File: src/rtl/nav_jump_sequencer.sv
// nav_jump_sequencer: drives the position datapath mode through init, cruise, jump charge, jump and cooldown
module nav_jump_sequencer #(
    parameter int k               = 16,
    parameter int CHARGE_CYCLES   = 8,
    parameter int COOLDOWN_CYCLES = 4,
    parameter int CW              = 8
) (
    input  logic             clk,
    input  logic             rst,
    input  logic             jump_req,
    input  logic [3*k-1:0]   jump_target,
    input  logic [3:0]       ship_mode,
    input  logic             abort,
    output logic [3:0]       pos_mode,
    output logic [3*k-1:0]   jump_position,
    output logic             jump_ack,
    output logic             jump_done,
    output logic             jump_abort,
    output logic             busy
);
    typedef enum logic [2:0] {INIT, CRUISE, CHARGE, JUMP, COOLDOWN} state_t;
    localparam logic [CW-1:0] ONE = CW'(1);
    state_t state, state_next;
    logic [CW-1:0] cnt, cnt_next, charge_len;
    logic [3*k-1:0] position_next;
    logic mode_ok, accept, ack_next, done_next, abort_next;
    // ship mode decode: legal jump modes and their charge length
    always_comb begin
        mode_ok    = ship_mode inside {4'b0010, 4'b0100, 4'b1000};
        charge_len = ship_mode == 4'b1000 ? CW'(4 * CHARGE_CYCLES) :
                     ship_mode == 4'b0100 ? CW'(2 * CHARGE_CYCLES) : CW'(CHARGE_CYCLES);
        accept     = state == CRUISE && jump_req && !abort && mode_ok;
    end
    // next-state, counter, target latch and pulse flags
    always_comb begin
        state_next    = state;
        cnt_next      = cnt;
        position_next = jump_position;
        ack_next      = 1'b0;
        done_next     = 1'b0;
        abort_next    = 1'b0;
        case (state)
            INIT: state_next = CRUISE;
            CRUISE: if (accept) begin
                state_next    = CHARGE;
                cnt_next      = charge_len - ONE;
                position_next = jump_target;
                ack_next      = 1'b1;
            end
            CHARGE: if (abort) begin
                state_next = CRUISE;
                abort_next = 1'b1;
            end else if (cnt == '0) begin
                state_next = JUMP;
            end else begin
                cnt_next = cnt - ONE;
            end
            JUMP: begin
                state_next = COOLDOWN;
                cnt_next   = CW'(COOLDOWN_CYCLES - 1);
                done_next  = 1'b1;
            end
            COOLDOWN: if (cnt == '0) state_next = CRUISE;
                      else cnt_next = cnt - ONE;
            default: state_next = INIT;
        endcase
    end
    // state, counter, latched target and one-cycle pulse registers
    always_ff @(posedge clk or posedge rst) begin
        if (rst) begin
            state         <= INIT;
            cnt           <= '0;
            jump_position <= '0;
            jump_ack      <= 1'b0;
            jump_done     <= 1'b0;
            jump_abort    <= 1'b0;
        end else begin
            state         <= state_next;
            cnt           <= cnt_next;
            jump_position <= position_next;
            jump_ack      <= ack_next;
            jump_done     <= done_next;
            jump_abort    <= abort_next;
        end
    end
    // datapath select and busy decoded from the registered state
    always_comb begin
        pos_mode = state == INIT ? 4'b0001 : state == JUMP ? 4'b0100 : 4'b0010;
        busy     = state != CRUISE;
    end
endmodule

File: config.mk
export PLATFORM = sky130hd
export DESIGN_NAME = nav_jump_sequencer
export DESIGN_NICKNAME = d
export VERILOG_FILES = /design/src/rtl/nav_jump_sequencer.sv
export SDC_FILE = /design/constraint.sdc
export NUM_CORES = 1
export LEC_CHECK = 0
export CAP_MARGIN = 20
export CORE_UTILIZATION = 40
export CTS_BUF_LIST = sky130_fd_sc_hd__clkbuf_8
export DETAILED_ROUTE_END_ITERATION = 8
export PLACE_DENSITY = 0.73
export SYNTH_ARGS = -nofsm -noshare
export SYNTH_HDL_FRONTEND = slang
export SYNTH_SLANG_ARGS = --single-unit
File: constraint.sdc
create_clock -name clk -period 5.6 [get_ports clk]
set_input_delay 1.12 -clock clk [delete_from_list [all_inputs] [get_ports clk]]
set_output_delay 1.12 -clock clk [all_outputs]
set_load 0.03 [all_outputs]
======== Word level (Yosys, flattened, before mapping) ========
Cells that the tools add are included.
storage, ports and cells
  memory bits (writable) .................. 0
  register bits after elaboration ......... 62
  logic and storage cells ................. 49
  input port bits ......................... 56
  bits in latches ......................... 0
  memories kept ........................... 0
  bits in read-only memories .............. 0
  output and inout port bits .............. 56
operators by class
  reduce and logical (&&, ||, !) cells .... 11
  shift operators ......................... 0
  $mul .................................... 0
  mux-type cells .......................... 18
  bitwise logic cells ..................... 0
  $add $sub $neg .......................... 2
  $lt $le $gt $ge ......................... 0
  div/mod/pow operators ................... 0
  equality and inequality tests ........... 12
operators with widths
  cell                   count
  $pmux W8 S4            1
  $mux W8                3
  $mux W3                6
  $pmux W3 S5            1
  $logic_not A8 Y1       1
  $sub A8 B1 Y8 const B  1
  $sub A6 B1 Y7 const B  1
  $eq A3 B2 Y1 const B   2
  $mux W6                1
  $ne A2 B2 Y1 const B   3
  $reduce_and A3 Y1      2
  $mux W1                5
  $mux W5                1
  $eq A4 B2 Y1 const B   1
  $eq A4 B3 Y1 const B   1
  $eq A4 B4 Y1 const B   1
  $reduce_bool A4 Y1     1
  $eq A3 B1 Y1 const B   1
  $eq A3 B3 Y1 const B   1
  $logic_and A1 B1 Y1    3
  $logic_not A3 Y1       1
  $ne A3 B1 Y1 const B   1
  $ne A3 B3 Y1 const B   1
  $reduce_bool A3 Y1     1
  other kinds (2)        2

======== Depth between registers and ports, before layout ========
  word-level depth ........................ 6
  gate-level depth with buffers ........... 7
  depth with buffers taken out ............ 6

======== Worst setup path after synthesis ========
No wires, ideal clock.
  kind .................................... flip-flop to output port
  start ................................... register state[0]
  end ..................................... output pos_mode[1]
  stages on the path, launching flop included .. 4
  data required time ...................... 4480 ps
  path slack .............................. 2816 ps
  path buffers ............................ 1
  arrival time ............................ 1664 ps
  cells stage by stage .................... dfrtp_1 clkbuf_1 nor3_1 nor2_1
between the ends
  longest elaborated chain between the ends .. 3
  elaborated cells between the ends (all ways) .. 4
  those cells by class .................... eq/ne: 1; mux: 2; reduce/logical: 1
RTL lines
  item                    RTL line  text
  from (decl)             23        state_t state, state_next;
  from (signal assigned)  78        state <= state_next;
  $eq A3 B2 Y1            88        pos_mode = state == INIT ? 4'b0001 : state == JUMP ? 4'b0100 : 4'b0010;
  $mux W3                 88
  $mux W3 *               88
  to (decl)               14        output logic [3:0] pos_mode,
Every way passes the cells marked *; elsewhere a longest branch is shown, timed or not.

======== Worst setup path in the final report ========
  start ................................... input abort
  end ..................................... register jump_position[13]
between the ends
  longest elaborated chain between the ends .. 4
RTL lines
  item                               RTL line  text
  from (decl)                        13        input logic abort,
  $logic_not A1 Y1                   32        accept = state == CRUISE && jump_req && !abort && mode_ok;
  $logic_and A1 B1 Y1 (2 in series)  32
  $reduce_and A2 Y1 (no line)        n/a
  to (signal assigned)               80        jump_position <= position_next;
  to (decl)                          15        output logic [3*k-1:0] jump_position,
Every way passes these cells.
A chain may end at the register's enable or synchronous reset.

==> metrics.md <==
| Metric | Value |
|---|---|
| P_int | 1.15 mW |
| Number of H-tree levels | 3 |
| Fin Setup TNS | 0 ns |
| Post-Route WL | 5710 um |
| DRT Pass-1 Iters | 5 |
| Clk buf depth | 2 |
| IO Port Bufs | 110 |
| CP Max Fanout | 28 |
| Clock Latency Late Sink | 0.33 ns |
| Area leader, netlist | dfrtp_1 |
| Vias in the first global route | 1,943 |
| CTS tree | built |
| Sequential power share | 36.6% |
| Post-synthesis async set-or-reset flop share | 100% |
| Hold Path Class | flip-flop to flip-flop |
| Max Cap Viol | 0 |
| Tightest Pin Transition | 0.793 ns |
| Synthesis Warnings | 0 |
| Final Max Tran Viols | 0 |
| Setup crit end kind | flip-flop |
| Placed wire-length estimate | 4060 um |
| Count leader, synth | dfrtp_1 |
| DRC errors left | 0 |
| Clock sinks | 62 |
| Die width | 85.2 um |
| Initial Util | 42.4% |
| FF+latch count, synth | 62 |
| Largest net degree at the start of global routing | 63 |
| Worst setup SP type | primary input |
| Sw Pwr | 0.613 mW |
| Area Overhead vs Synth | 47.6% |
| First-pass GRT wire length | 9430 um |
| Fillers | 529 |
| Die ar. | 0.00726 mm^2 |
| Fin crit share | 61.2% |
| Clk root buf | clkbuf_8 |
| Height of the chip | 85.2 um |
| Cell count after synthesis | 201 |
| Clk slew on worst S/H paths | 0.06 ns |
| Setup repair bufs after CTS | 0 |
| Fin nets | 371 |
| Crit path DAT | 3.63 ns |
| RSZ-0062 raised after global routing | no |
| Core footprint | 0.00653 mm^2 |
| Final Critical Period | 3.42 ns |
| Status | finished clean |
| Max frequency | 292 MHz |
| Initial DRC Count | 44 |
| Initial antenna violation count | 0 |
| CTS buffer count | 9 |
| Count of cell types in the netlist | 45 |
| Number of synthesized flops with an enable pin | 0 |
| Antenna cell count | 0 |
| Sequential area share after synthesis | 56.0% |
| Ranking of synthesized cells by area | dfrtp_1, mux2_2, buf_6 |
| Setup CP Type | primary input to flip-flop |
| Detailed-route via count | 2,024 |
| Drt via density | 5.12 |
| Final hold vios | 0 |
| Req. time, crit path | 5.81 ns |
| Syn avg cell area | 13.8 um^2 |
| GPL Wtd Cong | 0.802 |
| Hold_buf cts | 0 |
| Overall routing resource usage | 16.8% |
| Cell area after synthesis | 0.00277 mm^2 |
| Worst Skew | 0.00615 ns |
| Routed Antenna Nets | 0 |
| P_leak | 1.71 nW |
| Syn_nets | 258 |
| Clock network power share | 21.9% |
| Post-CTS Resized | 0 |
| Hold slack | 0.487 ns |
| Pwr Density | 431 mW/mm^2 |
| Multi-input gate area | 0.00109 mm^2 |
| Ports | 112 |
| Net Sw Frac | 34.8% |
| Total grt overflow | 0 |
| Share of cells above drive strength 1 | 22.6% |
| Slew HR | 47.0% |
| # rows | 29 |
| Predominant post-synthesis flop cell | dfrtp_1 |
| Combinational share of power | 41.5% |
| Final setup fails | 0 |
| Total power | 1.76 mW |
| Post-synth top cells | dfrtp_1, mux2_2, inv_1, nand2_1, nor2_1 |
| Routed len/inst | 14.5 um |
| FF/Latch Area | 0.00155 mm^2 |
| Top-area cell type share of the netlist area | 56.0% |
| IR drop worst, VDD | 0.229 mV |
per-stage QoR:
stage | instances | area (um^2) | util, % | setup slack, ns
after global placement | 380 | 3890 | 59.5 | 1.84
after global routing | 395 | 4090 | 62.6 | 1.92
after CTS | 395 | 4090 | 62.6 | 2.17
after floorplan | 201 | 2770 | - | 2.82
after detailed placement | 380 | 3890 | 59.5 | 1.81
final | 395 | 4090 | 62.6 | 2.18
flip-flops by register name, indices dropped and copies added, names as in the netlist:
| register | flops |
|---|---|
| jump_done | 1 |
| jump_ack | 1 |
| jump_position | 48 |
| jump_abort | 1 |
| cnt | 8 |
| state | 3 |
cell families (layout without fill, tap and decap cells):
| logic type | Yosys count | in the layout | share of synthesized area, % |
|---|---|---|---|
| adders and majority gates | 1 | 1 | 0.452 |
| and+or+nand+nor | 39 | 39 | 8.59 |
| DFF | 62 | 62 | 56.0 |
| xor gates and xnor gates | 3 | 3 | 0.949 |
| AOI/OAI and AO/OA | 26 | 26 | 8.81 |
| buffers and inverters | 19 | 136 | 4.61 |
| other | 1 | 1 | 0.135 |
| muxes | 50 | 50 | 20.4 |
metal layers:
metal	vias up	GRT usage (%)	wire length (um)
met4	0	5.08	31
met3	6	5.74	440
met1	978	22.5	2550
met5	-	0	0
met2	92	25.7	2690
li1	948	-	-
worst paths after layout:
path / start / end / slack [ns] / cells past startpoint
hold / removal: jump_position[45] / jump_position[45] / 0.49 / 1
hold reg to reg: jump_position[45] / jump_position[45] / 0.49 / 1
min in group asynchronous: rst / jump_position[24] / 1.33 / 3
max in group asynchronous: rst / jump_position[44] / 3.76 / 3
setup / recovery: abort / jump_position[13] / 2.18 / 6
setup reg to reg: state[0] / jump_position[13] / 3.23 / 4
cell usage in the layout, fill, tap and decap left out, types with 3 or more instances in the layout:
| cell type | Yosys | layout |
|---|---|---|
| nor2_1 | 7 | 7 |
| nand2_1 | 9 | 9 |
| clkbuf_8 | 0 | 11 |
| a222oi_1 | 4 | 4 |
| mux2_2 | 44 | 44 |
| clkdlybuf4s50_1 | 0 | 110 |
| dfrtp_1 | 62 | 62 |
| mux2_1 | 4 | 4 |
| inv_1 | 9 | 9 |
| o32ai_2 | 3 | 3 |
| nor3_1 | 5 | 5 |
| o22ai_1 | 3 | 3 |
power by group through the flow:
stage	Clock, mW	Combinational, mW	Sequential, mW
6_report	0.386	0.731	0.644
5_1_grt	0.421	0.766	0.663
4_1_cts	0.397	0.738	0.648
3_5_place_dp	0	0.737	0.655
3_3_place_gp	0	0.730	0.650
2_1_floorplan	0	0.182	0.888
critical path, stage by stage:
cell and delay (ns):
clkdlybuf4s50_1 0.48, nor3b_1 0.26, o211ai_2 0.25, nor2_4 0.69, buf_4 0.43, mux2_2 0.38
layout make-up:
type	instances	area share, %
Sequential cell	62	38.0
Timing Repair Buffer	112	27.3
Multi-Input combinational cell	120	26.7
Clock buffer	11	3.70
Tap cell	77	2.36
Clock inverter	4	1.16
Inverter	9	0.827
No activity file was read; power rests on OpenSTA's default activity.
